<file path="src/rtl/nco_sweep_pkg.sv">
// Shared types for the NCO sweep controller: FSM state encoding and the sweep-table entry.
// Entry fields are sized to the widest supported step/dwell; narrower builds leave the upper bits at zero.
package nco_sweep_pkg;

    localparam int MAX_STEP_W  = 64;
    localparam int MAX_DWELL_W = 32;

    typedef enum logic [1:0] {
        ST_IDLE  = 2'd0,
        ST_LOAD  = 2'd1,
        ST_DWELL = 2'd2,
        ST_DONE  = 2'd3
    } sweep_state_t;

    typedef struct packed {
        logic [MAX_STEP_W-1:0]  step;
        logic [MAX_DWELL_W-1:0] dwell;
        logic                   dither;
    } sweep_entry_t;

    function automatic sweep_entry_t make_entry(
        input logic [MAX_STEP_W-1:0]  step,
        input logic [MAX_DWELL_W-1:0] dwell,
        input logic                   dither
    );
        sweep_entry_t e;
        e.step   = step;
        e.dwell  = dwell;
        e.dither = dither;
        return e;
    endfunction

endpackage

</file>
<file path="src/rtl/nco_sweep_table.sv">
// DEPTH-entry sweep table: synchronous write, combinational read, contents cleared by reset.
module nco_sweep_table
    import nco_sweep_pkg::*;
#(
    parameter int DEPTH = 8
) (
    input  logic                     clk,
    input  logic                     rst,
    input  logic                     wr_en,
    input  logic [$clog2(DEPTH)-1:0] wr_addr,
    input  sweep_entry_t             wr_entry,
    input  logic [$clog2(DEPTH)-1:0] rd_addr,
    output sweep_entry_t             rd_entry
);

    localparam int AW = $clog2(DEPTH);

    sweep_entry_t mem [DEPTH];

    generate
        for (genvar gi = 0; gi < DEPTH; gi++) begin : g_entry
            always_ff @(posedge clk or posedge rst) begin
                if (rst) begin
                    mem[gi] <= '0;
                end else if (wr_en && (wr_addr == AW'(gi))) begin
                    mem[gi] <= wr_entry;
                end
            end
        end
    endgenerate

    assign rd_entry = mem[rd_addr];

endmodule

</file>
<file path="src/rtl/nco_sweep_ctrl.sv">
// Steps an NCO through a programmed table of (step, dwell, dither) entries over an AXI-Stream output.
// Optional macro NCO_SWEEP_LOOP_EN adds a loop_en input that restarts the sweep from entry 0 instead of ending.
module nco_sweep_ctrl
    import nco_sweep_pkg::*;
#(
    parameter int ACC_FRAC_WIDTH = 24,
    parameter int ACC_INT_WIDTH  = 8,
    parameter int DEPTH          = 8,
    parameter int DWELL_W        = 16,
    localparam int STEP_W        = ACC_FRAC_WIDTH + ACC_INT_WIDTH,
    localparam int AW            = $clog2(DEPTH)
) (
    input  logic              aclk,
    input  logic              arst,
    input  logic              cfg_wr_en,
    input  logic [AW-1:0]     cfg_wr_addr,
    input  logic [STEP_W-1:0] cfg_wr_step,
    input  logic [DWELL_W-1:0] cfg_wr_dwell,
    input  logic              cfg_wr_dither,
    input  logic [AW-1:0]     cfg_last,
    input  logic              start,
    input  logic              stop,
`ifdef NCO_SWEEP_LOOP_EN
    input  logic              loop_en,
`endif
    output logic [STEP_W-1:0] m_axis_data_tdata,
    output logic              m_axis_data_tvalid,
    input  logic              m_axis_data_tready,
    output logic              dither_enable,
    output logic              busy,
    output logic              done,
    output logic [AW-1:0]     cur_index
);

    sweep_state_t       state_reg, state_next;
    logic [AW-1:0]      index_reg, index_next;
    logic [AW-1:0]      last_reg, last_next;
    logic [DWELL_W-1:0] cnt_reg, cnt_next;
    logic               dither_reg, dither_next;
    logic               done_reg, done_next;

    sweep_entry_t rd_entry;
    sweep_entry_t wr_entry;
    logic         table_wr_en;
    logic         handshake;
    logic         unused_hi;

    assign table_wr_en = cfg_wr_en && (state_reg == ST_IDLE);
    assign wr_entry    = make_entry(MAX_STEP_W'(cfg_wr_step), MAX_DWELL_W'(cfg_wr_dwell), cfg_wr_dither);

    nco_sweep_table #(
        .DEPTH (DEPTH)
    ) u_table (
        .clk      (aclk),
        .rst      (arst),
        .wr_en    (table_wr_en),
        .wr_addr  (cfg_wr_addr),
        .wr_entry (wr_entry),
        .rd_addr  (index_reg),
        .rd_entry (rd_entry)
    );

    // Entry bits above the configured widths are always zero.
    assign unused_hi = ^(rd_entry.step >> STEP_W) ^ ^(rd_entry.dwell >> DWELL_W);

    // stop wins over a handshake in the same cycle, so it also suppresses the dither update.
    assign handshake = (state_reg == ST_LOAD) && m_axis_data_tready && !stop;

    always_comb begin
        state_next  = state_reg;
        index_next  = index_reg;
        last_next   = last_reg;
        cnt_next    = cnt_reg;
        dither_next = dither_reg;
        done_next   = 1'b0;

        case (state_reg)
            ST_IDLE: begin
                if (start && !stop) begin
                    state_next = ST_LOAD;
                    index_next = '0;
                    last_next  = cfg_last;
                end
            end
            ST_LOAD: begin
                if (stop) begin
                    state_next = ST_IDLE;
                end else if (m_axis_data_tready) begin
                    state_next  = ST_DWELL;
                    cnt_next    = rd_entry.dwell[DWELL_W-1:0];
                    dither_next = rd_entry.dither;
                end
            end
            ST_DWELL: begin
                if (stop) begin
                    state_next = ST_IDLE;
                end else if (cnt_reg <= DWELL_W'(1)) begin
                    // A loaded dwell of 0 or 1 both expire after a single DWELL cycle.
                    if (index_reg != last_reg) begin
                        state_next = ST_LOAD;
                        index_next = index_reg + AW'(1);
                    end else begin
`ifdef NCO_SWEEP_LOOP_EN
                        if (loop_en) begin
                            state_next = ST_LOAD;
                            index_next = '0;
                            done_next  = 1'b1;
                        end else
`endif
                        begin
                            state_next = ST_DONE;
                            done_next  = 1'b1;
                        end
                    end
                end else begin
                    cnt_next = cnt_reg - DWELL_W'(1);
                end
            end
            ST_DONE: begin
                state_next = ST_IDLE;
            end
            default: begin
                state_next = ST_IDLE;
            end
        endcase

        if (state_next == ST_IDLE) begin
            dither_next = 1'b0;
        end
    end

    always_ff @(posedge aclk or posedge arst) begin
        if (arst) begin
            state_reg  <= ST_IDLE;
            index_reg  <= '0;
            last_reg   <= '0;
            cnt_reg    <= '0;
            dither_reg <= 1'b0;
            done_reg   <= 1'b0;
        end else begin
            state_reg  <= state_next;
            index_reg  <= index_next;
            last_reg   <= last_next;
            cnt_reg    <= cnt_next;
            dither_reg <= dither_next;
            done_reg   <= done_next;
        end
    end

    assign m_axis_data_tvalid = (state_reg == ST_LOAD);
    assign m_axis_data_tdata  = m_axis_data_tvalid ? rd_entry.step[STEP_W-1:0] : '0;
    assign busy               = (state_reg == ST_LOAD) || (state_reg == ST_DWELL);
    assign done               = done_reg;
    assign cur_index          = index_reg;
    assign dither_enable      = handshake ? rd_entry.dither : dither_reg;

endmodule

</file>
<file path="config.mk">
export PLATFORM = sky130hd
export DESIGN_NAME = nco_sweep_ctrl
export DESIGN_NICKNAME = d
export VERILOG_FILES = /design/src/rtl/nco_sweep_pkg.sv /design/src/rtl/nco_sweep_table.sv /design/src/rtl/nco_sweep_ctrl.sv
export SDC_FILE = /design/constraint.sdc
export NUM_CORES = 1
export LEC_CHECK = 0
export BUFFER_PORTS_ARGS = -buffer_cell sky130_fd_sc_hd__buf_4
export CORE_AREA = 2 2 200 202
export DETAILED_ROUTE_END_ITERATION = 16
export DIE_AREA = 0 0 202 204
export HOLD_SLACK_MARGIN = 0.15
export PLACE_DENSITY = 0.69
export SYNTH_ARGS = -nofsm -noshare
export SYNTH_HDL_FRONTEND = slang
export SYNTH_SLANG_ARGS = --single-unit
</file>
<file path="constraint.sdc">
create_clock -name aclk -period 13.3 [get_ports aclk]
set_input_delay 0.665 -clock aclk [delete_from_list [all_inputs] [get_ports aclk]]
set_output_delay 0.665 -clock aclk [all_outputs]
set_load 0.005 [all_outputs]
</file>
Yosys cells after proc, flatten, opt, wreduce, memory -nomap -nowiden
Cells that the tools add are included.

cells by class
  add/subtract/negate cells = 2
  $lt $le $gt $ge = 2
  equality and inequality tests = 19
  muxes and demuxes = 30
  bitwise gates (word level) = 1
  reductions and logical operators = 25

operators by type and width
  operator                                               number
  binary-select mux 97 bit (select 3 bit)                1
  2-to-1 mux 65 bit                                      2
  2-to-1 mux 16 bit                                      4
  2-to-1 mux 32 bit                                      1
  case mux 16 bit (2 select lines)                       1
  <= comparator 16 x 1 -> 1 bit (second input constant)  1
  subtractor 16 x 1 -> 16 bit (second input constant)    1
  == test 3 bit (second input constant)                  4
  logical AND 1 bit                                      12
  2-to-1 mux 2 bit                                       6
  2-to-1 mux 3 bit                                       4
  != test 2 bit (second input constant)                  5
  AND reduction 5 bit                                    2
  2-to-1 mux 1 bit                                       9
  case mux 2 bit (4 select lines)                        1
  nonzero test 2 bit                                     4
  == test 3 x 2 -> 1 bit (second input constant)         2
  != test 2 x 1 -> 1 bit (second input constant)         3
  case mux 3 bit (2 select lines)                        1
  == test 2 bit (second input constant)                  2
  >= comparator 4 bit (second input constant)            1
  zero test 2 bit                                        2
  NOT 3 -> 4 bit                                         1
  adder 3 x 1 -> 3 bit (second input constant)           1
  other kinds (8)                                        8

word-level totals
  register bits after elaboration = 418
  bits of input ports = 61
  output and inout port bits = 39

Longest topological paths before layout
  depth after elaboration = 8
  depth in mapped cells = 9
  gate-level depth less buffers = 7

Modules after synthesis
From an unflattened synthesis, not the netlist that was laid out.

unflattened totals
  cells, all modules = 2238
  area, all modules = 36553.8 µm²

modules (own cells, without submodules)
  module           instances  cells each  area an instance (µm²)  sequential area each (µm²)
  nco_sweep_table  1          1994        34548.1                 19418.6
  nco_sweep_ctrl   1          244         2005.7                  650.6

Worst setup path before layout
No wires, ideal clock.

  path type = flip-flop to output port
  from = reg index_reg[0] (netlist: cur_index[0])
  to = out m_axis_data_tdata[17]
  arrival = 1.785 ns
  required time = 12.635 ns
  slack = 10.850 ns
  stages on the path, launching flop included = 7
  cell sequence = dfrtp_1 -> buf_4 -> buf_4 -> buf_2 -> mux4_2 -> mux2i_1 -> nor2b_1

between the ends
  cells in the longest elaborated chain, start to end = 5

RTL lines
  element                                               line                   text
  start, declared                                       nco_sweep_ctrl.sv:36   logic [AW-1:0] index_reg, index_next;
  start signal, assigned                                nco_sweep_ctrl.sv:142  index_reg <= index_next;
  NOT 3 -> 4 bit (implied by the code)                  nco_sweep_table.sv:32  assign rd_entry = mem[rd_addr];
  binary-select mux 97 bit (select 3 bit)               nco_sweep_table.sv:32
  2-to-1 mux 65 bit (implied by the code) (2 in a row)  nco_sweep_table.sv:32
  2-to-1 mux 32 bit                                     nco_sweep_ctrl.sv:151  assign m_axis_data_tdata = m_axis_data_tvalid ? rd_entry.step[STEP_W-1:0] : '0;
  end, declared                                         nco_sweep_ctrl.sv:26   output logic [STEP_W-1:0] m_axis_data_tdata,

Every way passes these cells. The select of a mux whose other input is x is not followed.

Worst setup path in the final report
  from = reg index_reg[0] (netlist: cur_index[0])
  to = out dither_enable

between the ends
  cells in the longest elaborated chain, start to end = 5

RTL lines
  element                                               line                   text
  NOT 3 -> 4 bit (implied by the code)                  nco_sweep_table.sv:32
  binary-select mux 97 bit (select 3 bit)               nco_sweep_table.sv:32
  2-to-1 mux 65 bit (implied by the code) (2 in a row)  nco_sweep_table.sv:32
  2-to-1 mux 1 bit                                      nco_sweep_ctrl.sv:155  assign dither_enable = handshake ? rd_entry.dither : dither_reg;
  end, declared                                         nco_sweep_ctrl.sv:29   output logic dither_enable,

Every way passes these cells. The select of a mux whose other input is x is not followed.

==> flow_metrics.py <==
metrics = {
    "pwr": {
        "fin_total_pwr_uw": 4800,
        "vdd.ir_drop.worst_mv": 0.133,
        "power.leakage_uw": 0.00907,
        "power-per-cell-area_nw_per_um2": 217,
    },
    "clock_tree": {
        "post-cts-setup-buffer-count": 0,
        "hold_buffers": 0,
        "cts-htree-levels": 2,
        "clockRootBuffer": "clkbuf_16",
        "cts.path.max_buffers": 3,
        "post_cts_resize_count": 0,
        "clock-sinks": 418,
        "clock_latency_on_the_worst_skew_pair_ps": 580,
        "tritoncts": "yes",
        "clkSlewWorstSetupHoldPaths_ps": 60,
        "cts_made_buffers": 45,
    },
    "cells_and_area": {
        "utilization_pct": 56.5,
        "drive_gt1_share_pct": 51.9,
        "finish.net_count": 1405,
        "final-seq-area_um2": 10500,
        "multi_input_gate_area_in_the_final_layout_um2": 8470,
        "flow.area_growth_from_synthesis_pct": 14.6,
        "fill_cells": 3094,
        "largest_register_ff_count": 392,
    },
    "timing": {
        "period_share_pct": 29.8,
        "totalNegativeSetupSlack_ps": 0,
        "rsz0062_at_grt": "false",
        "relSlewSlack_pct": 29.8,
        "timing.clock.skew_ps": 15.9,
        "period_minus_slack_ps": 3970,
        "max_freq_ghz": 0.252,
        "finalSetupViolCount": 0,
        "timing_worst_slew_pin_value_ps": 1050,
        "report.final.slew_viol_count": 0,
        "hold_viol_final": 0,
    },
    "yosys": {
        "synth_most_common_cell": "dfrtp_1",
        "post_synth_instance_area_um2": 19300,
        "synthTopCellsByArea": "dfrtp_1 (54%), mux2_2 (23%), mux4_2 (11%)",
        "seq_total_area_yosys_pct": 54.2,
        "number_of_enable_flip_flop_cells_after_synthesis": 0,
        "syn_nets": 1323,
        "yosys_warn_count": 0,
        "avgSynthCellArea_um2": 15.4,
        "synth.cells.most_frequent": "dfrtp_1 (418), mux2_2 (396), mux4_2 (98)",
        "netlist-cell-type-count": 51,
        "postSynth.topFlopCell": "dfrtp_1",
        "syn_inst": 1256,
        "postSynth.asyncResetShare_pct": 100,
        "yosys.area.top_type": "dfrtp_1",
        "postSynthRegisterBits": 418,
        "synth_top_cell_area_share_pct": 54.2,
    },
    "job": {
        "maxCapViolations": 0,
    },
    "drt": {
        "vias_per_cell": 5.75,
        "detailedRoute.firstIterationViolations": 675,
        "wire_per_inst_um": 22.0,
        "dr_wl_met2_mm": 20.3,
        "highest-signal-layer": "met5",
        "number_of_detailed_routing_iterations_run_before_antenna_repair": 5,
        "remaining_drc_errors": 0,
        "via_count": 10936,
        "wl_met3_mm": 1.49,
        "wirelength_met1_mm": 19.2,
        "totalWireLength_mm": 41.8,
        "drtAntennaViolNets": 0,
    },
    "global_route": {
        "global_route_wire_length_before_repair_mm": 67.5,
        "grt_max_degree": 110,
        "overall_routing_resource_usage_pct": 21.1,
        "antenna_found_initial": 1,
        "first_global_vias": 11729,
        "grt.overflow.total": 0,
    },
    "setup_path": {
        "setup.worst_path.end_class": "primary output",
        "crit_required_ps": 12640,
        "crit_path_max_incr_delay_ps": 870,
        "worst-r2r-cell-count": 6,
        "crit_buf_inv": 3,
        "worst-endpoint-arrival_ps": 3300,
        "criticalPathCategory": "flip-flop to primary output",
        "cp_common_cell": "buf_4",
        "largest_fanout_on_the_critical_path": 34,
        "timing.critical_path.slowest_stage_cell": "dfrtp_4",
        "setup.worst_path.start_class": "flip-flop",
        "r2r_setup_slack_ps": 10040,
        "r2r_start": "state_reg[0]",
        "cp_cell_sequence": "buf_4 -> mux4_2 -> mux2i_1 -> o21a_1 -> inv_1 -> buf_4",
        "worst_path_dominant_cell_family": "flip-flops",
        "r2r-end": "u_table.mem[346]",
    },
    "placed_design": {
        "gpl.final_weighted_congestion": 0.805,
        "detailedPlacementHpwl_mm": 23.3,
        "place.port_buffers": 99,
    },
    "floorplanning": {
        "dieArea_um2": 41200,
        "floorplan.initialDensity_pct": 49.3,
        "die-width_um": 202,
        "placement_rows": 73,
        "io_pins": 100,
        "core_area_um2": 39200,
        "die_span_in_y_um": 204,
    },
    "run_status": {
        "status": "complete, no violations",
    },
    "worst_hold_path": {
        "worst_hold_path_type": "input pin to async pin",
    },
}
-- power breakdown --
group          leakage (uW)  switching (uW)  internal [uW]
Combinational       0.00323             436            810
Sequential          0.00506             330           1900
Clock              0.000782             517            806
Total               0.00907            1280           3520
-- kinds of logic after synthesis --
group | Yosys count | share of synthesized area (%)
mux | 540 | 36.9
xor+xnor | 3 | 0.136
flops | 418 | 54.2
buf+inv | 96 | 2.20
simple gates | 125 | 3.73
compound gates | 68 | 2.44
fa+ha+maj | 6 | 0.389
-- through the flow --
stage | std cells | setup WS, ps | cell area [um2] | hold WS, ps
CTS | 1900 | 9240 | 22100 | 252
global placement | 1816 | 9840 | 20500 | 483
detailed placement | 1816 | 9820 | 20500 | 489
floorplan | 1256 | 1000 | 19300 | 475
global route | 1900 | 9150 | 22100 | 281
finish | 1901 | 9330 | 22100 | 209
-- cell type report --
class	instances	share of cell area, %
Timing Repair Buffer	118	4.00
Clock inverter	20	1.27
Inverter	13	0.254
Clock buffer	64	5.91
Sequential cell	418	47.3
Tap cell	525	2.97
Antenna cell	1	0.0113
Multi-Input combinational cell	742	38.3
-- metal layers --
layer	global-route usage, %	vias up
met5	0	-
met4	5.88	2
met3	3.33	54
met2	34.3	180
met1	29.6	5855
li1	-	4845
-- cell usage in the layout, fill, tap and decap left out, types with 8 or more instances in the layout --
| cell type | synthesis | final |
|---|---|---|
| dfrtp_1 | 418 | 415 |
| nor3_1 | 12 | 12 |
| mux2_2 | 396 | 396 |
| clkbuf_16 | 0 | 45 |
| mux2i_1 | 45 | 45 |
| clkbuf_1 | 22 | 8 |
| clkbuf_8 | 0 | 11 |
| mux4_2 | 98 | 98 |
| a21oi_1 | 12 | 12 |
| buf_4 | 5 | 118 |
| nor2_1 | 20 | 14 |
| o21ai_0 | 16 | 16 |
| inv_1 | 13 | 12 |
| clkinv_2 | 0 | 8 |
| nand2_1 | 19 | 19 |
| nor2b_1 | 39 | 39 |
-- worst max path at each step --
stage | start | slack [ps] | end | cells past startpoint
3_3_place_gp | arst | 9840 | u_table.mem[438] | 4
2_1_floorplan | arst | 1000 | cnt_reg[0] | 1
3_5_place_dp | arst | 9820 | u_table.mem[535] | 4
5_1_grt | cur_index[0] | 9150 | dither_enable | 6
4_1_cts | cur_index[0] | 9240 | dither_enable | 6
6_report | cur_index[0] | 9330 | dither_enable | 6
(Power assumes the default switching activity.)
